[src/rtl/ternary_neuron_accum.sv]
// ---------------------------------------------------------------------------
// ternary_neuron_accum
// Ternary-neuron back end that sits downstream of the approximate popcount
// stages. It accumulates the signed difference (pos - neg) over a multi-chunk
// vector with saturation applied on every beat. It then thresholds the total
// into a +1/0/-1 activation and returns the result through a valid/ready
// handshake.
//
// Ports
//   clk, rst_n            clock (rising edge), async active-low reset
//   in_valid / in_ready   input beat handshake (in_ready is registered)
//   in_pos, in_neg        unsigned popcounts of +1 / -1 weighted inputs
//   in_last               final chunk of this neuron's vector
//   out_valid / out_ready result handshake
//   out_act               01 = +1, 00 = 0, 11 = -1
//   out_sum               signed saturated accumulated sum
//   out_sat               saturation occurred during this evaluation
//   out_trunc             evaluation ended at MAX_CHUNKS without in_last
// ---------------------------------------------------------------------------
module ternary_neuron_accum #(
   parameter int unsigned CNT_W      = 6,
   parameter int unsigned ACC_W      = 10,
   parameter int unsigned MAX_CHUNKS = 16,
   parameter int          THR_HI     = 8,
   parameter int          THR_LO     = -8
) (
   input  logic             clk,
   input  logic             rst_n,
   input  logic             in_valid,
   output logic             in_ready,
   input  logic [CNT_W-1:0] in_pos,
   input  logic [CNT_W-1:0] in_neg,
   input  logic             in_last,
   output logic             out_valid,
   input  logic             out_ready,
   output logic [1:0]       out_act,
   output logic [ACC_W-1:0] out_sum,
   output logic             out_sat,
   output logic             out_trunc
);

   localparam int unsigned CHK_W = $clog2(MAX_CHUNKS) + 1;
   localparam int unsigned DLT_W = ACC_W + 1;
   localparam int unsigned SUM_W = ACC_W + 2;

   localparam logic signed [ACC_W-1:0] THR_HI_V = ACC_W'(THR_HI);
   localparam logic signed [ACC_W-1:0] THR_LO_V = ACC_W'(THR_LO);
   localparam logic [CHK_W-1:0]        CNT_MAX  = CHK_W'(MAX_CHUNKS);

   typedef enum logic [1:0] {
      ST_IDLE   = 2'd0,
      ST_ACCUM  = 2'd1,
      ST_RESULT = 2'd2
   } state_t;

   // State and datapath registers
   state_t                  r_state;
   logic signed [ACC_W-1:0] r_acc;
   logic [CHK_W-1:0]        r_cnt;
   logic                    r_sat_acc;
   logic                    r_in_ready;
   logic                    r_out_valid;
   logic [1:0]              r_out_act;
   logic [ACC_W-1:0]        r_out_sum;
   logic                    r_out_sat;
   logic                    r_out_trunc;

   // Next-state values
   state_t                  w_state_nxt;
   logic signed [ACC_W-1:0] w_acc_nxt;
   logic [CHK_W-1:0]        w_cnt_nxt;
   logic                    w_sat_acc_nxt;
   logic                    w_in_ready_nxt;
   logic                    w_out_valid_nxt;
   logic [1:0]              w_out_act_nxt;
   logic [ACC_W-1:0]        w_out_sum_nxt;
   logic                    w_out_sat_nxt;
   logic                    w_out_trunc_nxt;

   // Beat datapath
   logic                    w_accept;
   logic                    w_in_accum;
   logic signed [DLT_W-1:0] w_delta;
   logic signed [ACC_W-1:0] w_base;
   logic signed [SUM_W-1:0] w_sum;
   logic [2:0]              w_top;
   logic                    w_ovf;
   logic signed [ACC_W-1:0] w_acc_sat;
   logic [CHK_W-1:0]        w_cnt_inc;
   logic                    w_at_max;
   logic                    w_end;
   logic                    w_trunc;
   logic                    w_sat_any;
   logic [1:0]              w_act;

   assign w_accept   = in_valid && r_in_ready;
   assign w_in_accum = (r_state == ST_ACCUM);

   // Popcounts are unsigned; zero-extend before the signed subtract
   assign w_delta = $signed(DLT_W'(in_pos)) - $signed(DLT_W'(in_neg));

   // A first beat from IDLE starts from zero regardless of any stale sum
   assign w_base = w_in_accum ? r_acc : '0;
   assign w_sum  = SUM_W'(w_base) + SUM_W'(w_delta);

   // Overflow when the bits above the ACC_W sign bit disagree with it
   assign w_top = w_sum[SUM_W-1:ACC_W-1];
   assign w_ovf = (w_top != 3'b000) && (w_top != 3'b111);

   // Per-beat clamp to the ACC_W two's-complement range
   always_comb begin
      w_acc_sat = w_sum[ACC_W-1:0];
      if (w_ovf) begin
         if (w_sum[SUM_W-1]) w_acc_sat = {1'b1, {(ACC_W-1){1'b0}}};
         else                w_acc_sat = {1'b0, {(ACC_W-1){1'b1}}};
      end
   end

   assign w_cnt_inc = (w_in_accum ? r_cnt : '0) + CHK_W'(1);
   assign w_at_max  = (w_cnt_inc == CNT_MAX);
   assign w_end     = in_last || w_at_max;
   assign w_trunc   = w_at_max && !in_last;
   assign w_sat_any = (w_in_accum && r_sat_acc) || w_ovf;

   // Signed threshold compare on the post-clamp sum
   always_comb begin
      w_act = 2'b00;
      if (w_acc_sat >= THR_HI_V)      w_act = 2'b01;
      else if (w_acc_sat <= THR_LO_V) w_act = 2'b11;
   end

   // Next-state and output logic
   always_comb begin
      w_state_nxt     = r_state;
      w_acc_nxt       = r_acc;
      w_cnt_nxt       = r_cnt;
      w_sat_acc_nxt   = r_sat_acc;
      w_out_valid_nxt = r_out_valid;
      w_out_act_nxt   = r_out_act;
      w_out_sum_nxt   = r_out_sum;
      w_out_sat_nxt   = r_out_sat;
      w_out_trunc_nxt = r_out_trunc;

      case (r_state)
         ST_IDLE, ST_ACCUM: begin
            if (w_accept) begin
               w_acc_nxt     = w_acc_sat;
               w_cnt_nxt     = w_cnt_inc;
               w_sat_acc_nxt = w_sat_any;
               if (w_end) begin
                  w_state_nxt     = ST_RESULT;
                  w_out_valid_nxt = 1'b1;
                  w_out_sum_nxt   = w_acc_sat;
                  w_out_sat_nxt   = w_sat_any;
                  w_out_trunc_nxt = w_trunc;
                  w_out_act_nxt   = w_act;
               end else begin
                  w_state_nxt = ST_ACCUM;
               end
            end
         end
         ST_RESULT: begin
            // Result fields keep their values after the handshake
            if (r_out_valid && out_ready) begin
               w_state_nxt     = ST_IDLE;
               w_out_valid_nxt = 1'b0;
               w_acc_nxt       = '0;
               w_cnt_nxt       = '0;
               w_sat_acc_nxt   = 1'b0;
            end
         end
         default: begin
            w_state_nxt     = ST_IDLE;
            w_out_valid_nxt = 1'b0;
         end
      endcase

      w_in_ready_nxt = (w_state_nxt != ST_RESULT);
   end

   // State register
   always_ff @(posedge clk or negedge rst_n) begin
      if (!rst_n) begin
         r_state     <= ST_IDLE;
         r_acc       <= '0;
         r_cnt       <= '0;
         r_sat_acc   <= 1'b0;
         r_in_ready  <= 1'b0;
         r_out_valid <= 1'b0;
         r_out_act   <= 2'b00;
         r_out_sum   <= '0;
         r_out_sat   <= 1'b0;
         r_out_trunc <= 1'b0;
      end else begin
         r_state     <= w_state_nxt;
         r_acc       <= w_acc_nxt;
         r_cnt       <= w_cnt_nxt;
         r_sat_acc   <= w_sat_acc_nxt;
         r_in_ready  <= w_in_ready_nxt;
         r_out_valid <= w_out_valid_nxt;
         r_out_act   <= w_out_act_nxt;
         r_out_sum   <= w_out_sum_nxt;
         r_out_sat   <= w_out_sat_nxt;
         r_out_trunc <= w_out_trunc_nxt;
      end
   end

   assign in_ready  = r_in_ready;
   assign out_valid = r_out_valid;
   assign out_act   = r_out_act;
   assign out_sum   = r_out_sum;
   assign out_sat   = r_out_sat;
   assign out_trunc = r_out_trunc;

endmodule

[config.mk]
export PLATFORM = sky130hd
export DESIGN_NAME = ternary_neuron_accum
export DESIGN_NICKNAME = d
export VERILOG_FILES = /design/src/rtl/ternary_neuron_accum.sv
export SDC_FILE = /design/constraint.sdc
export NUM_CORES = 1
export LEC_CHECK = 0
export ABC_AREA = 1
export BUFFER_PORTS_ARGS = -buffer_cell sky130_fd_sc_hd__buf_2
export CELL_PAD_IN_SITES_DETAIL_PLACEMENT = 1
export CELL_PAD_IN_SITES_GLOBAL_PLACEMENT = 2
export CORE_AREA = 8 8 100 102
export CTS_CLUSTER_DIAMETER = 40
export DETAILED_ROUTE_END_ITERATION = 7
export DIE_AREA = 0 0 108 110
export MAX_ROUTING_LAYER = met4
export PLACE_DENSITY = 0.73
export SLEW_MARGIN = 20
export SYNTH_ARGS = -nofsm -noshare
export SYNTH_HDL_FRONTEND = slang
export SYNTH_SLANG_ARGS = --single-unit
[constraint.sdc]
create_clock -name clk -period 2.9 [get_ports clk]
set_clock_uncertainty 0.1 [all_clocks]
set_input_delay 0.435 -clock clk [delete_from_list [all_inputs] [get_ports clk]]
set_output_delay 0.435 -clock clk [all_outputs]
set_load 0.1 [all_outputs]
---- Word-level counts from Yosys, hierarchy flattened ----
Cells that the tools add are included.
operators by class
  reduce and logical (&&, ||, !) cells .... 15
  mux-type cells .......................... 22
  magnitude comparators ................... 2
  equal/unequal tests ..................... 8
  add/sub/neg operators ................... 3
operators by type and width
  cell                   number
  $mux W10               5
  $pmux W10 S2           1
  $mux W5                3
  $add A10 B7 Y11        1
  $ge A10 B5 Y1 const B  1
  $le A10 B4 Y1 const B  1
  $mux W2                5
  $pmux W5 S2            1
  $reduce_and A3 Y1      3
  $ne A2 B2 Y1 const B   4
  $sub A6 B6 Y7          1
  $add A5 B1 Y5 const B  1
  $eq A5 B5 Y1 const B   1
  $logic_and A1 B1 Y1    5
  $mux W1                4
  $pmux W1 S2            2
  $pmux W2 S2            1
  $ne A3 B3 Y1 const B   1
  $reduce_bool A3 Y1     1
  $eq A2 B1 Y1 const B   1
  $eq A2 B2 Y1 const B   1
  $logic_not A2 Y1       1
  $logic_or A1 B1 Y1     2
  $reduce_bool A2 Y1     1
  other kinds (2)        2
storage, ports and cells
  output and inout port bits .............. 16
  bits in registers ....................... 34
  input bits .............................. 17

---- Longest topological paths before layout ----
  word-level depth ........................ 9
  mapped depth ............................ 26

---- Least setup slack after synthesis ----
Ideal clock, no wire load.
  path type ............................... input -> register
  from .................................... input port in_pos[0]
  to ...................................... register r_out_act[0], in the netlist out_act[0]
  buffers on the path ..................... 1
  library setup time ...................... 0.123 ns
  data required time ...................... 2.677 ns
  slack ................................... -0.501 ns
  data arrival time ....................... 3.178 ns
  stages .................................. 21
  cells stage by stage .................... inv_1 > ha_1 > inv_1 > fa_1 > a31oi_1 > o21ai_0 > a21oi_1 > ha_1 > nand2_2 > inv_1 > a21oi_2 > nand4_1 > nand2_4 > nand2_4 > buf_6 > nand2_1 > nand2_1 > nor2_1 > nand2_1 > nand2_1 > a21oi_2
between the ends
  word-level cells in the longest chain between the ends .. 8
RTL lines
  what                                                       line  RTL
  start: declaration                                         31    input logic [CNT_W-1:0] in_pos,
  $sub A6 B6 Y7 (*)                                          100   assign w_delta = $signed(DLT_W'(in_pos)) - $signed(DLT_W'(in_neg));
  $add A10 B7 Y11 (*)                                        104   assign w_sum = SUM_W'(w_base) + SUM_W'(w_delta);
  $ne A3 B3 Y1 / $reduce_bool A3 Y1 (equally long branches)  108   assign w_ovf = (w_top != 3'b000) && (w_top != 3'b111);
  $logic_and A1 B1 Y1                                        108
  $mux W10 (*)                                               113   if (w_ovf) begin
  $le A10 B4 Y1                                              129   else if (w_acc_sat <= THR_LO_V) w_act = 2'b11;
  $mux W2                                                    129
  $mux W2 (*)                                                128   if (w_acc_sat >= THR_HI_V) w_act = 2'b01;
  end signal: assignment                                     201   r_out_act <= w_out_act_nxt;
  end: declaration                                           63    logic [1:0] r_out_act;
Mark *: on every way between the ends. The rest lies on a longest branch, timed or not.
A chain may end at the register's enable or synchronous reset.

---- Worst setup path in the final report ----
  from .................................... input port in_pos[0]
  to ...................................... register r_out_act[1], in the netlist out_act[1]
The elaborated chain is that of the path after synthesis.

==> summary.txt <==
Outcome
  – Status: finished, violations left
  – Failing checks: setup timing

Clock network
  – Clock transition at path regs: 0.07 ns
  – TritonCTS Buffers: 5
  – Root Buffer: clkbuf_8
  – Worst skew pair latency: 0.29 ns
  – CTS sink cnt: 34
  – Clock buffer depth: 2
  – # H-tree levels: 2
  – CTS tree: done

Placed design
  – Number of buffers added on ports: 32
  – GPL Wtd Cong: 0.779
  – Final HPWL DP: 5440 um
  – Worst slack at placement: -0.721 ns

Timing
  – Slew HR: 48.1%
  – RSZ-0062 raised after global routing: yes
  – Fmax: 321 MHz
  – Worst hold margin: 0.117 ns
  – Min Clock Period, post-route: 3.11 ns
  – Worst Max-Slew Pin Slew: 0.779 ns
  – Final Setup Violations: 20
  – Hold Vio Cnt, Final: 0
  – Fin. max-slew vios: 0
  – Final WS setup: -0.212 ns
  – Tcrit/Tclk final: 107%

Pwr
  – Maximum vdd ir drop: 0.191 mV
  – Power Density: 428 nW/um^2
  – Leakage power: 1.95 nW
  – Design Power: 1.56 mW

Logic synthesis
  – Async set-or-reset flop fraction in the synthesized netlist: 100%
  – EDFF count, synth: 0
  – Yosys cell types: 32
  – Top FF cell, synth: dfrtp_1
  – Syn_nets: 357
  – Synth Instances: 321
  – Syn Area/Cell: 7.60 sq um
  – Synth Warn #: 0
  – Sequential fraction of the synthesis area: 34.9%
  – Mapped cell area: 2440 sq um
  – Synth Register Bits: 34

Cells and area
  – Final core occ: 42.9%
  – Register area: 851 sq um
  – Commonest non-fill, non-tap cell in the layout: nand2_1
  – Fillers: 1026
  – Area growth from synthesis to layout: 48.9%
  – Area of the multi-input gates: 1750 sq um
  – Nets: 438
  – Ant. Diodes: 0
  – Commonest cells after routing, fill and taps aside: nand2_1 (53), inv_1 (42), buf_4 (42)
  – Share of post-route cells with drive strength above 1: 45.2%

Critical path
  – CP dominant cell by count: nand2_4
  – WS Path Type: input port to flop
  – Critical path's largest stage delay: 0.36 ns
  – Max Fanout on Critical Path: 6
  – Worst Setup End Kind: flop
  – Critical R2R Capture: out_act[1]
  – Critical-path top delay cell: fa_2
  – Startpoint types: input port
  – WP data arrival: 3.18 ns
  – FF-to-FF Start: r_state[1]
  – Cell count of the worst reg-to-reg path: 17
  – R2R Setup Slk: -0.09 ns
  – CP cell instances: buf_8 -> inv_12 -> ha_4 -> inv_4 -> fa_2 -> a31oi_4 -> o21ai_2 -> a21oi_4 -> buf_12 -> ha_4 -> nand2_4 -> nand2_4 -> a21oi_4 -> nand3_2 -> nand2_2 -> nand2_4 -> nand2_8 -> nand2_4 -> nand2_4 -> nand2_2 -> nor2_2 -> nand3_2 -> nand2_2 -> o21ai_2
  – Worst path required time: 2.97 ns

GRT
  – Global-route wire length before repair: 12000 um
  – Largest net degree at the start of global routing: 35
  – Vias in the first global route: 2560
  – Total GRT Usage: 13.0%
  – Initial antenna violation count: 0
  – Grt total ovfl: 0

Die
  – Starting Density: 28.8%
  – DIE AREA: 11900 sq um
  – Die width: 108 um
  – Core Area: 8470 sq um
  – Io pins: 33
  – Die H: 110 um
  – Row count: 34

Worst hold path
  – Min-delay worst type: input port to asynchronous set/reset pin

Drt
  – Drt pass-1 iters: 4
  – Vias per std cell: 4.58
  – WL per Instance: 13.9 um
  – Routed Antenna Nets: 0
  – Vias: 2340
  – Initial drt markers: 27
  – DR DRC count: 0
  – Routed wire length: 7090 um

Flow run
  – Max cap viols: 0
-- synthesized netlist by cell type (5+ instances only) --
cell type,number,area (sq um)
a21oi_1,10,50.1
dfrtp_1,34,851
ha_1,17,213
inv_1,48,180
nand2_1,83,312
nand2_2,7,43.8
nand2_4,5,56.3
nand3_1,8,40.0
nand3_2,5,50.1
nor2_1,28,105
nor2_2,5,31.3
o21ai_0,17,85.1
o22ai_1,7,43.8
xor2_1,9,78.8
-- worst max-delay path by stage --
stage	startpoint	to	slack [ns]	cells after the start
2_1_floorplan	in_pos[0]	out_act[1]	-0.28	23
3_3_place_gp	in_pos[0]	out_act[1]	-0.61	23
3_5_place_dp	in_pos[0]	out_act[1]	-0.72	23
4_1_cts	in_pos[0]	out_act[1]	-0.22	24
5_1_grt	in_pos[0]	out_act[1]	-0.35	23
6_report	in_pos[0]	out_act[1]	-0.21	24
-- sequential cells by signal, summed over array words and instances, names as in the netlist --
name and count:
r_state 2, r_cnt 5, in_ready 1, out_trunc 1, r_acc 10, out_act 2, out_sum 10, out_sat 1
out_valid 1, r_sat_acc 1
-- final cells by class --
type                       instances  area share, %
multi-input combinational        230           48.1
clock buffer                       6           2.27
clock inverter                     2           1.65
timing repair buffer              78           14.8
sequential                        34           23.4
tap                              108           3.72
inverter                          53           6.03
-- where the power goes --
part | internal (mW) | total [mW] | switching, mW
sequential | 0.474 | 0.474 | 0
clock | 0.367 | 0.543 | 0.176
combinational | 0.253 | 0.540 | 0.287
-- cell families (layout without fill, tap and decap cells) --
family	after synthesis	after routing	synth area share [%]
simple gates	146	148	27.6
buf+inv	59	139	10.1
compound gates	50	50	12.4
flops	34	34	34.9
fa+ha+maj	19	19	10.4
xor+xnor	13	13	4.67
-- worst max-delay path: cells and delay by family --
kind / cells / cell delay, ns
compound gates: 5 / 0.68
simple gates: 12 / 1.02
buf+inv: 4 / 0.32
fa+ha+maj: 3 / 0.71
-- through the flow --
step	std cells	setup TNS [ns]	cell area (sq um)
2_1_floorplan	321	-1.24	2570
3_3_place_gp	495	-10.05	3120
3_5_place_dp	495	-12.02	3120
4_1_cts	511	-2.02	3480
5_1_grt	511	-4.50	3630
6_report	511	-1.52	3630
-- timing repair --
action	4_1_cts	5_1_grt
pin swaps	31	39
hold endpoints to repair	0	0
setup endpoints to repair	22	23
gates resized for setup	41	44
buffers inserted	7	1
hold buffers	0	0
gates cloned	2	0
-- per-layer routing --
metal | up-vias | GRT usage, % | wire [um] | part of all wire (%)
li1 | 1179 | - | - | -
met1 | 1118 | 15.1 | 3150 | 44
met2 | 35 | 22.1 | 3590 | 51
met3 | 8 | 1.92 | 244 | 3.4
met4 | 0 | 4.86 | 114 | 1.6
met5 | - | - | 0 | 0
(Power assumes the default switching activity.)
